===== src/rtl/brick_store_arbiter.sv =====
// 64 x 2-bit brick hardness store with one access per cycle shared by render, physics and a level loader.
// Optional BRICK_ARB_STARVE_EN: starvation counter that forces physics through after STARVE_LIMIT denials.
module brick_store_arbiter #(
    parameter int unsigned STARVE_LIMIT  = 8,
    parameter bit          LOAD_ON_RESET = 1'b1
) (
    input  logic       clk,
    input  logic       rst,
    input  logic       load_req,
    input  logic [2:0] level,
    output logic       load_busy,
    input  logic       r_req,
    input  logic [5:0] r_addr,
    output logic [1:0] r_data,
    output logic       r_valid,
    input  logic       p_req,
    input  logic [5:0] p_addr,
    input  logic       p_op,
    output logic       p_gnt,
    output logic [1:0] p_data,
    output logic       p_done,
    output logic [6:0] brick_count,
    output logic       cleared
);

    typedef enum logic [1:0] {IDLE = 2'd0, LOAD = 2'd1, WR_PEND = 2'd2, DONE = 2'd3} state_t;

    function automatic logic [1:0] level_value(input logic [5:0] addr, input logic [2:0] lvl);
        logic [4:0] sum;
        sum = {2'b00, addr[5:3]} + {2'b00, addr[2:0]} + {2'b00, lvl};
        if (addr[5:3] <= lvl) begin
            level_value = 2'(sum % 5'd3) + 2'd1;
        end else begin
            level_value = 2'd0;
        end
    endfunction

    state_t     state_r, state_s;
    logic [1:0] mem_r [64];
    logic [5:0] load_addr_r;
    logic [2:0] load_level_r, pend_level_r, pend_level_s, start_level_s;
    logic       pend_r, pend_s, loaded_r, loaded_s, cleared_r, cleared_s;
    logic [5:0] p_addr_r;
    logic [1:0] p_val_r, rd_val_s, load_val_s, r_data_r;
    logic [6:0] count_r, count_s;
    logic       r_valid_r, load_start_s, p_gnt_s, p_wr_s, r_win_s, phys_win_s, starve_hit_s;

`ifdef BRICK_ARB_STARVE_EN
    localparam logic [7:0] STARVE_W = 8'(STARVE_LIMIT);
    logic [7:0] starve_r, starve_s;

    assign starve_hit_s = (starve_r == STARVE_W);

    // Count cycles physics wants the port but loses it to render.
    always_comb begin
        starve_s = starve_r;
        if (p_gnt_s || p_wr_s) begin
            starve_s = 8'd0;
        end else if (p_req && r_req && (((state_r == IDLE) && !load_start_s) || (state_r == WR_PEND))) begin
            starve_s = starve_r + 8'd1;
        end else begin
            starve_s = starve_r;
        end
    end

    // Starvation counter register.
    always_ff @(posedge clk or negedge rst) begin
        if (!rst) begin
            starve_r <= 8'd0;
        end else begin
            starve_r <= starve_s;
        end
    end
`else
    assign starve_hit_s = 1'b0;
`endif

    // Next-state, arbitration and bookkeeping.
    always_comb begin
        state_s       = state_r;
        count_s       = count_r;
        loaded_s      = loaded_r;
        pend_s        = pend_r;
        pend_level_s  = pend_level_r;
        load_start_s  = 1'b0;
        p_gnt_s       = 1'b0;
        p_wr_s        = 1'b0;
        r_win_s       = 1'b0;
        phys_win_s    = p_req && (!r_req || starve_hit_s);
        rd_val_s      = mem_r[p_addr];
        load_val_s    = level_value(load_addr_r, load_level_r);
        start_level_s = pend_r ? pend_level_r : level;
        case (state_r)
            IDLE: begin
                load_start_s = pend_r || load_req;
                if (load_start_s) begin
                    state_s = LOAD;
                    count_s = 7'd0;
                    pend_s  = 1'b0;
                end else if (phys_win_s) begin
                    p_gnt_s = 1'b1;
                    if (p_op && (rd_val_s != 2'd0)) begin
                        state_s = WR_PEND;
                    end else begin
                        state_s = DONE;
                    end
                end else begin
                    state_s = IDLE;
                end
                r_win_s = r_req && !p_gnt_s;
            end
            LOAD: begin
                if (load_val_s != 2'd0) begin
                    count_s = count_r + 7'd1;
                end else begin
                    count_s = count_r;
                end
                if (load_addr_r == 6'd63) begin
                    state_s  = IDLE;
                    loaded_s = 1'b1;
                end else begin
                    state_s = LOAD;
                end
            end
            WR_PEND: begin
                if (load_req) begin
                    pend_s       = 1'b1;
                    pend_level_s = level;
                end else begin
                    pend_s = pend_r;
                end
                if (phys_win_s) begin
                    p_wr_s  = 1'b1;
                    state_s = DONE;
                    if (p_val_r == 2'd1) begin
                        count_s = count_r - 7'd1;
                    end else begin
                        count_s = count_r;
                    end
                end else begin
                    state_s = WR_PEND;
                end
                r_win_s = r_req && !p_wr_s;
            end
            DONE: begin
                if (load_req) begin
                    pend_s       = 1'b1;
                    pend_level_s = level;
                end else begin
                    pend_s = pend_r;
                end
                state_s = IDLE;
                r_win_s = r_req;
            end
            default: begin
                state_s = IDLE;
            end
        endcase
        cleared_s = loaded_s && (count_s == 7'd0) && (state_s != LOAD);
    end

    // Control and output registers; a pending load at reset release starts the level-0 fill.
    always_ff @(posedge clk or negedge rst) begin
        if (!rst) begin
            state_r      <= IDLE;
            load_addr_r  <= 6'd0;
            load_level_r <= 3'd0;
            pend_r       <= LOAD_ON_RESET;
            pend_level_r <= 3'd0;
            loaded_r     <= 1'b0;
            cleared_r    <= 1'b0;
            count_r      <= 7'd0;
            p_addr_r     <= 6'd0;
            p_val_r      <= 2'd0;
            r_data_r     <= 2'd0;
            r_valid_r    <= 1'b0;
        end else begin
            state_r      <= state_s;
            pend_r       <= pend_s;
            pend_level_r <= pend_level_s;
            loaded_r     <= loaded_s;
            cleared_r    <= cleared_s;
            count_r      <= count_s;
            r_valid_r    <= r_win_s;
            if (load_start_s) begin
                load_addr_r  <= 6'd0;
                load_level_r <= start_level_s;
            end else if (state_r == LOAD) begin
                load_addr_r <= load_addr_r + 6'd1;
            end
            if (p_gnt_s) begin
                p_addr_r <= p_addr;
                p_val_r  <= rd_val_s;
            end
            if (r_win_s) begin
                r_data_r <= mem_r[r_addr];
            end
        end
    end

    // Store array: loader writes during LOAD, physics writes back the decremented hit value.
    always_ff @(posedge clk or negedge rst) begin
        if (!rst) begin
            for (int i = 0; i < 64; i++) begin
                mem_r[i] <= 2'd0;
            end
        end else if (state_r == LOAD) begin
            mem_r[load_addr_r] <= load_val_s;
        end else if (p_wr_s) begin
            mem_r[p_addr_r] <= p_val_r - 2'd1;
        end
    end

    assign load_busy   = (state_r == LOAD);
    assign p_done      = (state_r == DONE);
    assign p_gnt       = p_gnt_s;
    assign p_data      = p_val_r;
    assign r_data      = r_data_r;
    assign r_valid     = r_valid_r;
    assign brick_count = count_r;
    assign cleared     = cleared_r;

endmodule


===== config.mk =====
export PLATFORM = sky130hd
export DESIGN_NAME = brick_store_arbiter
export DESIGN_NICKNAME = d
export VERILOG_FILES = /design/src/rtl/brick_store_arbiter.sv
export SDC_FILE = /design/constraint.sdc
export NUM_CORES = 1
export LEC_CHECK = 0
export BUFFER_PORTS_ARGS = -buffer_cell sky130_fd_sc_hd__buf_2
export CAP_MARGIN = 0
export CORE_MARGIN = 1
export CORE_UTILIZATION = 30
export DETAILED_ROUTE_END_ITERATION = 8
export SLEW_MARGIN = 10
export SYNTH_ARGS = -nofsm -noshare
export SYNTH_HDL_FRONTEND = slang
export SYNTH_SLANG_ARGS = --single-unit

===== constraint.sdc =====
create_clock -name clk -period 4.1 [get_ports clk]
set_clock_uncertainty 0.2 [all_clocks]
set_input_delay 0.82 -clock clk [delete_from_list [all_inputs] [get_ports clk]]
set_output_delay 0.82 -clock clk [all_outputs]
set_load 0.01 [all_outputs]

Word-level counts from Yosys, hierarchy flattened --
Index checks and enable logic that the tools add are counted.
Storage, ports and cells: word-level logic and storage cells 167, bits of input ports 21, flip-flop bits (word level) 163, output and inout bits 16
Cells by class: mux-type cells 42, magnitude comparators 7, div/mod/pow operators 1, reduce and logical (&&, ||, !) cells 22, eq/ne operators 8, add/sub/neg operators 7, bitwise operators 4
Operators by type and width (count):
- $bwmux W128 | 2
- $mux W128 | 2
- $ge A7 B7 Y1 const B | 4
- $mux W7 | 4
- $not A6 Y7 | 4
- $bmux W2 S6 | 2
- $demux W2 S6 | 2
- $pmux W7 S3 | 1
- $mux W2 | 9
- $lt A7 B1 Y1 const B | 2
- $mux W1 | 14
- $mux W6 | 2
- $reduce_bool A2 Y1 | 5
- $logic_and A1 B1 Y1 | 8
- $pmux W2 S4 | 1
- $add A7 B1 Y7 const B | 1
- $logic_not A7 Y1 | 1
- $sub A7 B1 Y7 const B | 1
- $add A6 B1 Y6 const B | 1
- $eq A6 B6 Y1 const B | 1
- $add A4 B3 Y5 | 1
- $mod A5 B2 Y5 const B | 1
- $add A3 B3 Y4 | 1
- $eq A2 B1 Y1 const B | 2
- 15 further kinds | 19

Longest topological paths before layout --
depth in word-level cells 12, depth in mapped cells 18, gate-level depth less buffers 16

Worst setup path before layout --
No wires, ideal clock.
path type reg2reg, start point register load_addr_r[1], end point register cleared_r (netlist: cleared), data arrival time 4.160 ns, cell stages (with the launch flop) 16, library setup time 0.096 ns, buffers on the path 1, setup slack -0.356 ns, period minus slack after synthesis 4.456 ns, required time 3.804 ns, path through dfrtp_1 -> fa_1 -> ha_1 -> inv_1 -> fa_1 -> buf_2 -> o22ai_1 -> a221oi_1 -> a311o_1 -> ha_1 -> nand2_1 -> o32ai_1 -> or3_4 -> a311o_1 -> nand4bb_1 -> nor4_2
On the way: longest elaborated chain between the ends 11, elaborated cells between the ends (all ways) 17, classes of those cells 3 x add/sub; 1 x div; 2 x eq/ne; 7 x mux; 4 x reduce/logical
Ends and longest elaborated chain:
- start: declaration | line 40 | logic [5:0] load_addr_r;
- start signal: assignment | line 189 | load_addr_r <= load_addr_r + 6'd1;
- $add A3 B3 Y4 | line 30 | sum = {2'b00, addr[5:3]} + {2'b00, addr[2:0]} + {2'b00, lvl};
- $add A4 B3 Y5 | line 30
- $mod A5 B2 Y5 | line 32 | level_value = 2'(sum % 5'd3) + 2'd1;
- $add A2 B1 Y2 | line 32
- $mux W2 | line 31 | if (addr[5:3] <= lvl) begin
- $reduce_bool A2 Y1 | line 113 | if (load_val_s != 2'd0) begin
- $mux W7 | line 113
- $pmux W7 S3 | line 93 | case (state_r)
- via count_s[0] | line 45 | logic [6:0] count_r, count_s;
- $logic_not A7 Y1 | line 159 | cleared_s = loaded_s && (count_s == 7'd0) && (state_s != LOAD);
- $logic_and A1 B1 Y1 (2 in a row) | line 159
- via cleared_s | line 42 | logic pend_r, pend_s, loaded_r, loaded_s, cleared_r, cleared_s;
- end signal: assignment | line 182 | cleared_r <= cleared_s;
- end: declaration | line 42
The timed path passes the listed nets, and every way through them passes these cells. A chain may end at the register's enable or synchronous reset.

Worst setup path in the final report --
start point register load_level_r[1], end point register mem_r[75] (netlist bit)
On the way: longest elaborated chain between the ends 6, elaborated cells between the ends (all ways) 7, classes of those cells 2 x add/sub; 1 x div; 1 x order compare; 3 x mux
Ends and longest elaborated chain:
- start: declaration | line 41 | logic [2:0] load_level_r, pend_level_r, pend_level_s, start_level_s;
- start signal: assignment | line 187 | load_level_r <= start_level_s;
- $add A4 B3 Y5 | line 30
- $mod A5 B2 Y5 | line 32
- $add A2 B1 Y2 | line 32
- $mux W2 * | line 31
- $bwmux W128 * | line 208 | mem_r[load_addr_r] <= load_val_s;
- $mux W128 * | line 207 | end else if (state_r == LOAD) begin
- end signal: indexed assignment | line 208
- end signal: indexed assignment | line 210 | mem_r[p_addr_r] <= p_val_r - 2'd1;
- end: declaration | line 39 | logic [1:0] mem_r [64];
Mark *: on every way between the ends. The rest lies on a longest branch, timed or not.

==> run_results.csv <==
group,metric,value,unit
timing,fmax,221.7,MHz
critical_path,r2r-start,"load_level_r[1]$_DFFE_PN0P_",
die,pin_count,37,
drt,drt_iter0_drc,1177,
logic_synthesis,synth.avg_cell_area,9.501,µm²
global_route,grt_usage,22.23,%
timing,finalCritPeriodShare,110.0,%
die,initial_utilization,30.39,%
clock_tree,cts_tree,"yes",
clock_tree,cts_buffer_depth,2,
clock_tree,cts-hold-fix-buffers,0,
die,die_x,191.6,µm
critical_path,reg2reg_depth,20,
logic_synthesis,ys_warn_count,0,
drt,drt-total-wl,41.70,mm
layout,area_delta_synth_final,27.93,%
logic_synthesis,yosysMostFrequentCell,"nand2_1",
critical_path,critPathKind,"reg2reg",
critical_path,cp.required,4.18,ns
clock_tree,cts-root-buf,"clkbuf_16",
logic_synthesis,synthCells,1135,
clock_tree,cts_buffers,17,
drt,drt_drc_violations_left,0,
critical_path,worstPathArrival,4.59,ns
drt,vias,10570,
logic_synthesis,netlist.area_leader.share,37.59,%
critical_path,crit_fanout,8,
global_route,grt_pass1_wl,61.39,mm
timing,setup_violations,132,
timing,rsz0062_at_grt,"true",
clock_tree,clk_pin_slew_worst_paths,0.07,ns
status,violations,"setup timing",
place,dp_hpwl,27.01,mm
timing,worst_slew_pin_slew,1.031,ns
layout,final_nets,1244,
global_route,grt_pass1_vias,9974,
die,chipHeight,191.6,µm
drt,viasPerCell,6.282,
logic_synthesis,synth_common_cells,"nand2_1 (243), dfrtp_1 (162), o21ai_0 (127)",
timing,slew_viol_final,0,
timing,min_period,4.511,ns
logic_synthesis,synth_seq_area_share,37.84,%
global_route,grt-ovfl-total,0,
logic_synthesis,ys_ff_latch,163,
timing,finalHoldViolations,0,
clock_tree,clkSinkCount,163,
place,port-buffer-count,36,
place,gp_congestion,0.9397,
clock_tree,htree_levels,4,
critical_path,cp-end-kind,"flop",
global_route,grt_max_degree,63,
global_route,antenna_found_initial,0,
logic_synthesis,synth_edf_count,0,
die,core,35480,µm²
timing,setup_ws,-0.4114,ns
critical_path,start_kind,"flop",
min_path,hp-class,"in2async",
logic_synthesis,netlist_area,10780,µm²
logic_synthesis,synth-main-ff-cell,"dfrtp_1",
die,die-area,36710,µm²
drt,routedWlPerCell,24.78,µm
logic_synthesis,syn_nets,1171,
critical_path,reg2reg_to,"mem_r[75]$_DFFE_PN0P_",
logic_synthesis,synth_area_leader_cell,"dfrtp_1",
timing,slew-limit-headroom,31.01,%
layout,drive_gt1_share,32.92,%
clock_tree,clkLatencyLatePin,0.44,ns
critical_path,reg2reg_slack,-0.41,ns
drt,ant_nets,0,
logic_synthesis,async_reset_ff_share,100.0,%
status,outcome,"finished, violations left",
timing,final.setup.tns,-39.30,ns
logic_synthesis,synth.top_cells.by_area,"dfrtp_1 (38%), mux4_2 (16%), nand2_1 (8.5%)",
logic_synthesis,ys_types,66,
job,maxCapViolCount,0,
die,row_count,69,
drt,dr.pass1.iters,6,
-- per-stage QoR --
step | area, µm² | setup slack, ns | cells | utilization (%) | hold slack (ns)
after floorplan | 10830 | -0.06566 | 1135 | - | 0.2281
after global placement | 11960 | -0.2716 | 1623 | 33.70 | 0.2398
after detailed placement | 11960 | -0.3833 | 1623 | 33.70 | 0.2484
after CTS | 12810 | -0.2881 | 1665 | 36.10 | 0.1978
after global routing | 13790 | -0.6027 | 1682 | 38.87 | 0.2169
final | 13800 | -0.4114 | 1683 | 38.88 | 0.1629
-- flip-flops by register name (all words and copies together) (netlist names) --
signal,count
mem_r,128
brick_count,7
load_addr_r,6
p_addr_r,6
load_level_r,3
pend_level_r,3
p_data,2
r_data,2
state_r,2
cleared,1
loaded_r,1
pend_r,1
r_valid,1
-- per-layer routing --
| metal | part of all wire, % | vias up | track usage (%) | wire [µm] |
|---|---|---|---|---|
| met3 | 9.7 | 142 | 4.568 | 4061 |
| met1 | 39 | 5330 | 29.17 | 16100 |
| met2 | 47 | 619 | 35.08 | 19410 |
| met5 | 0 | - | 0 | 0 |
| li1 | - | 4482 | - | - |
| met4 | 5.1 | 0 | 10.35 | 2127 |
-- cell usage in the layout, fill, tap and decap left out, drive strengths merged, types with 6 or more instances in the layout --
cell,instances
a21oi,32
and2,6
a211oi,9
dfrtp,162
mux2,6
nand2,243
nor4,7
nand3b,6
mux2i,19
clkbuf,31
a22oi,55
or3,8
ha,11
a31oi,10
nor2,62
nand2b,6
nor3,26
nand3,25
buf,133
o21ai,128
inv,21
mux4,78
o221ai,61
-- how the worst max path moves through the flow --
| stage | from | end | slack, ns |
|---|---|---|---|
| 2_1_floorplan | load_addr_r[4]$_DFFE_PN0P_ | cleared$_DFF_PN0_ | -0.07 |
| 3_3_place_gp | load_level_r[1]$_DFFE_PN0P_ | cleared$_DFF_PN0_ | -0.27 |
| 3_5_place_dp | load_level_r[1]$_DFFE_PN0P_ | cleared$_DFF_PN0_ | -0.38 |
| 4_1_cts | load_addr_r[1]$_DFFE_PN0P_ | cleared$_DFF_PN0_ | -0.29 |
| 5_1_grt | load_level_r[1]$_DFFE_PN0P_ | cleared$_DFF_PN0_ | -0.60 |
| 6_report | load_level_r[1]$_DFFE_PN0P_ | mem_r[75]$_DFFE_PN0P_ | -0.41 |
-- worst max-delay path, cell delays in order, from the launching register on --
cell,delay [ns]
dfrtp_1,0.40
fa_1,0.59
ha_4,0.15
inv_2,0.04
fa_2,0.57
buf_6,0.11
nor3b_4,0.19
nand2_1,0.09
o21ai_2,0.08
ha_4,0.18
nand4bb_1,0.12
o21a_1,0.17
o221ai_4,0.13
buf_6,0.14
a21oi_4,0.17
nor3_4,0.07
buf_6,0.12
o311ai_4,0.33
buf_12,0.22
buf_12,0.15
o221ai_2,0.10
-- layout make-up --
type,instances,area [µm²]
Clock inverter,8,52.55
Sequential cell,163,4081
Multi-Input combinational cell,866,7107
Inverter,20,75.07
Antenna cell,1,2.502
Fill cell,3427,21690
Timing Repair Buffer,140,1409
Tap cell,461,576.8
Clock buffer,24,491.7
-- cells by family (layout without fill, tap and decap cells) --
kind of cell	Yosys count	in the layout	share of synthesized area (%)
AOI/OAI and AO/OA	329	329	20.30
xor gates and xnor gates	2	2	0.1625
adders and majority gates	15	15	2.019
buffers and inverters	106	192	3.922
DFF	163	163	37.84
muxes	103	103	18.68
other	0	1	0
and+or+nand+nor	417	417	17.08
-- timing repair --
item                       CTS  global route
gates cloned                 3             7
pin swaps                   16            68
gates resized for setup     48           197
setup endpoints to repair  133           136
setup buffers                8            13
Power is not shown: default switching activity piles up to over one toggle a cycle in this logic, so the estimate is an artifact.
